==> src/rtl/max1112x_pkg.sv <==
// Shared constants and state type for the MAX1112x ADC responder.
// Frame layout: 4-bit channel ID + 12-bit conversion word, MSB first.
package max1112x_pkg;

    localparam int FRAME_W   = 16;
    localparam int CNT_W     = 5;
    localparam int CHSEL_MSB = 10;
    localparam int CHSEL_LSB = 7;
    localparam int REG_BIT   = 15;

    typedef enum logic {
        IDLE,
        SHIFT
    } state_t;

endpackage

==> src/rtl/max1112x_responder_spi_sync_edge.sv <==
// Two-flop synchroniser for one SPI pin with registered edge pulses.
// Resets to 0 so a chip select already low at reset release never looks like a fall.
module spi_sync_edge (
    input  logic clk,
    input  logic reset,
    input  logic din,
    output logic dout,
    output logic rise,
    output logic fall
);

    logic s1;

    always_ff @(posedge clk or posedge reset) begin
        if (reset) begin
            s1   <= 1'b0;
            dout <= 1'b0;
            rise <= 1'b0;
            fall <= 1'b0;
        end else begin
            s1   <= din;
            dout <= s1;
            rise <= s1 & ~dout;
            fall <= ~s1 & dout;
        end
    end

endmodule

==> src/rtl/max1112x_responder.sv <==
// SPI slave emulating the MAX1112x ADC for benches and ADC-less builds.
// Define MAX1112X_RESPONDER_SCAN_EN to auto-advance the channel after each mode command.
module max1112x_responder
    import max1112x_pkg::*;
#(
    parameter int C_channels = 4,
    parameter int C_bits     = 12
) (
    input  logic                         clk,
    input  logic                         reset,
    input  logic                         spi_csn,
    input  logic                         spi_clk,
    input  logic                         spi_mosi,
    output logic                         spi_miso,
    input  logic [C_channels*C_bits-1:0] ch_value,
    output logic [FRAME_W-1:0]           cmd,
    output logic                         cmd_valid,
    output logic [FRAME_W-1:0]           cfg,
    output logic [7:0]                   abort_count
);

    logic csn_s, csn_rise, csn_fall;
    logic clk_s, clk_rise, clk_fall;
    logic mosi_s, mosi_rise, mosi_fall;

    spi_sync_edge u_sync_csn (
        .clk   (clk),
        .reset (reset),
        .din   (spi_csn),
        .dout  (csn_s),
        .rise  (csn_rise),
        .fall  (csn_fall)
    );

    spi_sync_edge u_sync_clk (
        .clk   (clk),
        .reset (reset),
        .din   (spi_clk),
        .dout  (clk_s),
        .rise  (clk_rise),
        .fall  (clk_fall)
    );

    spi_sync_edge u_sync_mosi (
        .clk   (clk),
        .reset (reset),
        .din   (spi_mosi),
        .dout  (mosi_s),
        .rise  (mosi_rise),
        .fall  (mosi_fall)
    );

    logic unused_sync;
    assign unused_sync = ^{csn_s, clk_s, mosi_rise, mosi_fall};

    state_t state_q, state_d;

    logic [CNT_W-1:0]   bit_cnt, cnt_next;
    logic [FRAME_W-1:0] rx, rx_next;
    logic [FRAME_W-1:0] tx;
    logic [3:0]         cur_ch;
    logic [C_bits-1:0]  slot_val;
    logic               done;
    logic               shifting;
    logic               take;

    assign spi_miso = tx[FRAME_W-1];
    assign shifting = (state_q == SHIFT);
    assign take     = shifting && clk_rise && (bit_cnt < 5'd16);
    assign cnt_next = take ? bit_cnt + 5'd1 : bit_cnt;
    assign rx_next  = take ? {rx[FRAME_W-2:0], mosi_s} : rx;

    // Channels beyond C_channels match no slot and read as zero
    always_comb begin
        slot_val = '0;
        for (int n = 0; n < C_channels; n++) begin
            if (cur_ch == 4'(n)) begin
                slot_val = ch_value[n*C_bits +: C_bits];
            end
        end
    end

    always_ff @(posedge clk or posedge reset) begin
        if (reset) begin
            state_q <= IDLE;
        end else begin
            state_q <= state_d;
        end
    end

    always_comb begin
        state_d = state_q;
        unique case (state_q)
            IDLE:    if (csn_fall) state_d = SHIFT;
            SHIFT:   state_d = SHIFT;
            default: state_d = IDLE;
        endcase
        if (csn_rise) begin
            state_d = IDLE;
        end
    end

    always_ff @(posedge clk or posedge reset) begin
        if (reset) begin
            bit_cnt     <= '0;
            rx          <= '0;
            tx          <= '0;
            cur_ch      <= '0;
            done        <= 1'b0;
            cmd         <= '0;
            cmd_valid   <= 1'b0;
            cfg         <= '0;
            abort_count <= '0;
        end else begin
            cmd_valid <= 1'b0;
            done      <= 1'b0;
            if (state_q == IDLE && csn_fall) begin
                bit_cnt <= '0;
                tx      <= {cur_ch, slot_val};
            end else if (shifting) begin
                // A rise coinciding with csn rise is still shifted in
                bit_cnt <= cnt_next;
                rx      <= rx_next;
                if (take && bit_cnt == 5'd15) begin
                    done <= 1'b1;
                end
                if (clk_fall) begin
                    tx <= {tx[FRAME_W-2:0], 1'b0};
                end
                if (csn_rise && cnt_next != '0 && cnt_next < 5'd16
                    && abort_count != 8'hFF) begin
                    abort_count <= abort_count + 8'd1;
                end
            end
            if (done) begin
                cmd       <= rx;
                cmd_valid <= 1'b1;
                if (rx[REG_BIT]) begin
                    cfg <= rx;
                end else begin
`ifdef MAX1112X_RESPONDER_SCAN_EN
                    cur_ch <= (cur_ch == 4'(C_channels-1)) ? 4'd0 : cur_ch + 4'd1;
`else
                    cur_ch <= rx[CHSEL_MSB:CHSEL_LSB];
`endif
                end
            end
        end
    end

endmodule
==> config.mk <==
export PLATFORM = sky130hd
export DESIGN_NAME = max1112x_responder
export DESIGN_NICKNAME = d
export VERILOG_FILES = /design/src/rtl/max1112x_pkg.sv /design/src/rtl/max1112x_responder_spi_sync_edge.sv /design/src/rtl/max1112x_responder.sv
export SDC_FILE = /design/constraint.sdc
export NUM_CORES = 1
export LEC_CHECK = 0
export ABC_CLOCK_PERIOD_IN_PS = 2600
export CORE_ASPECT_RATIO = 1.4
export CORE_UTILIZATION = 45
export DETAILED_ROUTE_END_ITERATION = 16
export PLACE_DENSITY = 0.76
export RECOVER_POWER = 25
export SYNTH_ARGS = -nofsm -noshare
export SYNTH_HDL_FRONTEND = slang
export SYNTH_HIERARCHICAL = 1
export SYNTH_SLANG_ARGS = --single-unit
==> constraint.sdc <==
create_clock -name clk -period 2.6 [get_ports clk]
set_input_delay 0.39 -clock clk [delete_from_list [all_inputs] [get_ports clk]]
set_output_delay 0.39 -clock clk [all_outputs]
set_load 0.1 [all_outputs]
==> results of run 1 <==
## critical path, delay by kind of cell (launching register included)
| family | cells | cell delay (ps) |
|---|---|---|
| and+or+nand+nor | 3 | 570 |
| adders and majority gates | 2 | 500 |
| DFF | 1 | 450 |
| muxes | 1 | 310 |
| AOI/OAI and AO/OA | 1 | 290 |
## metal layers
| metal | vias to the layer above | global-route usage, % | share of wire (%) |
|---|---|---|---|
| met5 | - | 0 | 0 |
| met4 | 0 | 10.1 | 2.8 |
| met3 | 15 | 2.87 | 3.3 |
| met1 | 1353 | 24.7 | 42 |
| li1 | 1252 | - | - |
| met2 | 51 | 32.6 | 52 |
## stage by stage
stage / hold WS, ps / power, mW / worst slack, ps / cell area (sq um)
3_3_place_gp: 341 / 2.31 / 425 / 5040
3_5_place_dp: 351 / 2.34 / 370 / 5040
5_1_grt: 375 / 3.79 / 213 / 5350
2_1_floorplan: 131 / 2.13 / 44.9 / 4060
4_1_cts: 307 / 3.67 / 353 / 5350
6_report: 363 / 3.63 / 365 / 5350
## cells in the final DEF, fill, tap and decap left out, drive strengths merged, types with 2 or more instances in the layout
master,n
o21ai,17
inv,8
nand3b,2
mux2,51
nor2,7
mux2i,16
clkdlybuf4s50,48
xor2,8
nor3b,2
clkinvlp,3
nand2,14
dlygate4sd3,4
nor2b,3
nand4,2
nand3,16
mux4,12
nor4,3
ha,3
xnor2,2
clkbuf,11
dfrtp,94
o22ai,5
buf,48
and2b,2
nand2b,3
## final timing paths
path,end,depth (start not counted)
setup / recovery,abort_count[1],7
hold / removal,u_sync_mosi/dout,0
setup reg to reg,abort_count[1],7
hold reg to reg,u_sync_mosi/dout,0
max in group asynchronous,cfg[2],3
min in group asynchronous,u_sync_mosi/dout,2
## final cells by class
cell class                      instances  share of cell area [%]
Timing Repair Buffer                  101                    17.0
Tap cell                              105                    2.46
Inverter                                7                   0.515
Multi-Input combinational cell        177                    30.3
Clock inverter                          6                    1.26
Clock buffer                           10                    4.47
Sequential cell                        94                    44.0
## power groups by stage
stage | Combinational (mW) | Sequential (mW) | Clock (mW)
after floorplan | 0.262 | 1.87 | 0
after global placement | 0.551 | 1.76 | 0
after detailed placement | 0.570 | 1.77 | 0
after CTS | 0.570 | 1.74 | 1.36
after global routing | 0.612 | 1.77 | 1.41
final | 0.563 | 1.74 | 1.32
## state kept, by name (all words and copies together), names as in the netlist, 4 cells and up
| register | cells |
|---|---|
| cfg | 16 |
| rx | 16 |
| tx | 16 |
| cur_ch | 4 |
| abort_count | 8 |
| bit_cnt | 5 |
| cmd | 16 |
==> results.cfg, run 1 <==
[floorplan]
die-height_um = 114
coreArea_sq_um = 8660
die_w_um = 82.3
initial_core_util_pct = 46.9
pin_count = 95
rows = 40
dieArea_sq_um = 9410

[sta]
grt_setup_unrepaired = no
min_period_ps = 2240
finalSetupViolCount = 0
finalHoldViolCount = 0
finalClockSkew_ps = 4.74
period_share_pct = 86.0
slew_headroom_pct = -7.94
fmax_mhz = 447
setup_tns_ps = 0
slew_violations = 33
tightest_slew_ps = 1610

[cts]
path_clk_slew_ps = 60
clkLatencyLatePin_ps = 340
root_buffer = clkbuf_16
cts_inserted_buffers = 9
post_cts_resized = 0
cts-hold-fix-buffers = 0
cts_setup_buffers = 0
cts.path.max_buffers = 2
cts_sinks = 94
htree_levels = 3
tritoncts = yes

[power_and_ir_drop]
p_comb_share_pct = 15.5
cellLeakagePower_nw = 2.60
p_int_mw = 2.64
p_switching_mw = 0.992
power_frac_clock_pct = 36.5
switching_share_pct = 27.3
ir_worst_vdd_mv = 0.446
power_density_nw_per_um2 = 679
p_seq_share_pct = 48.0

[setup_path]
cp_max_fo = 8
cp-startpoint = bit_cnt[0]
r2r_start = bit_cnt[0]
crit_type = flip-flop to flip-flop
critPathRequiredTime_ps = 2820
max_stage_delay_ps = 450
cp-end-kind = flip-flop
crit_path_cell_trace = ha_1, and3_1, ha_1, nand2b_1, o2111ai_1, nor2_2, mux2_4
path_common_cell = ha_1
cp-start-kind = flip-flop
crit_slowest_cell = dfrtp_1
ff2ff_setup_slack_ps = 360
crit_arrival_ps = 2460

[place]
dp_cells = 484
gp_congestion = 0.800
hpwl_um = 6000
io_buffers = 94

[finish]
regArea_sq_um = 2350
diodes = 0
final_util_pct = 61.8
area_growth_pct = 31.8
multiInputGateArea_sq_um = 1620
instances_no_fill = 500
fillCellCount = 671
nNetsFinal = 446
drive_gt1_share_pct = 34.4

[run_status]
status = finished with violations
violations = capacitance limit, slew limit

[drt]
drtIter0Drc = 202
routed_via_density = 5.34
wl_um = 8250
drcViolationCount = 0
first_pass_iters = 4
drt.antenna.violating_nets = 0
routedWlPerCell_um = 16.5
num_vias = 2671

[grt]
grt_max_degree = 35
grt_pass1_vias = 2780
grt_pass1_wl_um = 13800
grt.overflow.total = 0
grt_usage_pct = 19.7
grt_antenna_before_repair = 0

[synthesis]
synth_fp_nets = 349
syn_inst = 293
ys_warn_count = 6
synth_area_sq_um = 4060
avgSynthCellArea_sq_um = 13.8

[worst_hold_path]
hold_path_class = flip-flop to flip-flop
min_from = u_sync_mosi/s1

[flow_run]
drv_cap = 1
Note: power is estimated with default switching activity, not from simulation.
==> run 2, diff against run 1 <==
--- a/config.mk
+++ b/config.mk
@@ -7,9 +7,10 @@
 export LEC_CHECK = 0
 export ABC_CLOCK_PERIOD_IN_PS = 2600
 export CORE_ASPECT_RATIO = 1.4
-export CORE_UTILIZATION = 45
+export CORE_UTILIZATION = 47
+export CTS_BUF_LIST = sky130_fd_sc_hd__clkbuf_4 sky130_fd_sc_hd__clkbuf_8
 export DETAILED_ROUTE_END_ITERATION = 16
-export PLACE_DENSITY = 0.76
+export PLACE_DENSITY = 0.79
 export RECOVER_POWER = 25
 export SYNTH_ARGS = -nofsm -noshare
 export SYNTH_HDL_FRONTEND = slang
==> run 2 against run 1 <==
  * The run now ends clean
  * Wire length is 0.40% higher
  * Combinational power is 1% lower
  * Design area decreased by 2.8%
  * Sequential power is essentially flat
  * Die area is 4.2% lower
  * Highest routed layer unchanged
  * Power shrank 11%
==> results.cfg, run 2 (synthesis results as in run 1) <==
[floorplan]
coreArea_sq_um = 8250
die-height_um = 112
rows = 39
initial_core_util_pct = 49.2
die_w_um = 80.5
pin_count = 95
dieArea_sq_um = 9010

[power_and_ir_drop]
p_switching_mw = 0.921
switching_share_pct = 28.5
cellLeakagePower_nw = 2.55
p_seq_share_pct = 53.8
p_comb_share_pct = 17.2
p_int_mw = 2.31
power_density_nw_per_um2 = 622
power.total_mw = 3.23
ir_worst_vdd_mv = 0.494
power_frac_clock_pct = 29.0

[cts]
htree_levels = 3
cts_inserted_buffers = 9
post_cts_resized = 0
cts_sinks = 94
cts.path.max_buffers = 2
tritoncts = yes
cts-hold-fix-buffers = 0
clkLatencyLatePin_ps = 350
root_buffer = clkbuf_8
cts_setup_buffers = 0
path_clk_slew_ps = 90

[setup_path]
crit_arrival_ps = 2450
cp-start-kind = flip-flop
cp_max_fo = 8
crit_type = flip-flop to flip-flop
critPathRequiredTime_ps = 2840
cp-end-kind = flip-flop

[place]
pre_cts_ws_ps = 398
gp_congestion = 0.812
io_buffers = 94
hpwl_um = 5950

[grt]
grt_pass1_wl_um = 13500
met1_usage_pct = 25.3
busiest_layer = met2
grt_pass1_vias = 2770
grtUsageMet3_pct = 3.44
grt.overflow.total = 0
grt_antenna_before_repair = 0
grt_max_degree = 48
grt_use_met2_pct = 32.7
grt_usage_pct = 19.9

[sta]
fin_ws_ps = 397
finalHoldViolCount = 0
fmax_mhz = 454
tightest_slew_ps = 1160
slew_headroom_pct = 22.4
finalClockSkew_ps = 7.87
finalSetupViolCount = 0
period_share_pct = 84.7
min_period_ps = 2200
setup_tns_ps = 0
grt_setup_unrepaired = no
slew_violations = 0

[drt]
wl_um = 8280
routed_via_density = 5.40
drtIter0Drc = 178
routedWlPerCell_um = 16.7
first_pass_iters = 4
drcViolationCount = 0
drt.antenna.violating_nets = 0
num_vias = 2685

[worst_hold_path]
hold_path_class = flip-flop to flip-flop

[finish]
layout_common_cells = dfrtp_1, mux2_2, clkdlybuf4s50_1, buf_4, o21ai_0
nNetsFinal = 446
diodes = 0
multiInputGateArea_sq_um = 1620
drive_gt1_share_pct = 34.4
final_common_cell = dfrtp_1
area_growth_pct = 28.1
fillCellCount = 643
regArea_sq_um = 2350

[run_status]
status = complete, no violations

[flow_run]
drv_cap = 0
[run 2: cell count changes in the layout (fill, tap and decap cells not counted), sizes merged]
cell,previous run,this run
clkinv,1,4
clkbuf,11,13
buf,48,47
clkinvlp,3,1
inv,8,6
[run 2: worst paths after layout]
path	from	endpoint	slack [ps]	cells past startpoint
hold reg to reg	u_sync_mosi/s1	u_sync_mosi/dout	360	0
max in group asynchronous	reset	bit_cnt[4]	430	3
setup reg to reg	bit_cnt[0]	abort_count[1]	400	7
min in group asynchronous	reset	u_sync_mosi/dout	390	2
setup / recovery	bit_cnt[0]	abort_count[1]	400	7
hold / removal	u_sync_mosi/s1	u_sync_mosi/dout	360	0
[run 2: metal layers]
metal  vias to the layer above  part of all wire (%)
met5                         -                     0
met4                         0                   2.6
met3                        15                   3.5
met2                        62                    52
met1                      1357                    42
li1                       1251                     -
[run 2: area by class of cell]
cell class	instances	area share, %
clock buffer	11	2.67
clock inverter	5	0.963
inverter	7	0.529
multi-input combinational	177	31.2
sequential	94	45.2
tap	102	2.45
timing repair buffer	101	17.0
[run 2: critical path, stage by stage, from the launching register on]
cell and delay (ps):
dfrtp_1 460, ha_1 240, and3_1 180, ha_1 250
nand2b_1 110, o2111ai_1 280, nor2_2 260, mux2_4 310
[run 2: per-stage QoR]
step	hold WS (ps)	std cells	cell area (sq um)	utilization, %
final	364	497	5200	63.0
after global routing	367	497	5200	63.0
after CTS	264	497	5220	63.3
after detailed placement	336	481	5030	61.0
after global placement	343	481	5030	61.0
after floorplan	131	293	4060	-
[run 2: power by group through the flow]
| stage | combinational, mW | sequential [mW] | clock (mW) |
|---|---|---|---|
| finish | 0.556 | 1.74 | 0.938 |
| floorplan | 0.262 | 1.87 | 0 |
| global route | 0.603 | 1.77 | 1.02 |
| CTS | 0.567 | 1.74 | 0.960 |
| detailed placement | 0.564 | 1.77 | 0 |
| global placement | 0.550 | 1.76 | 0 |
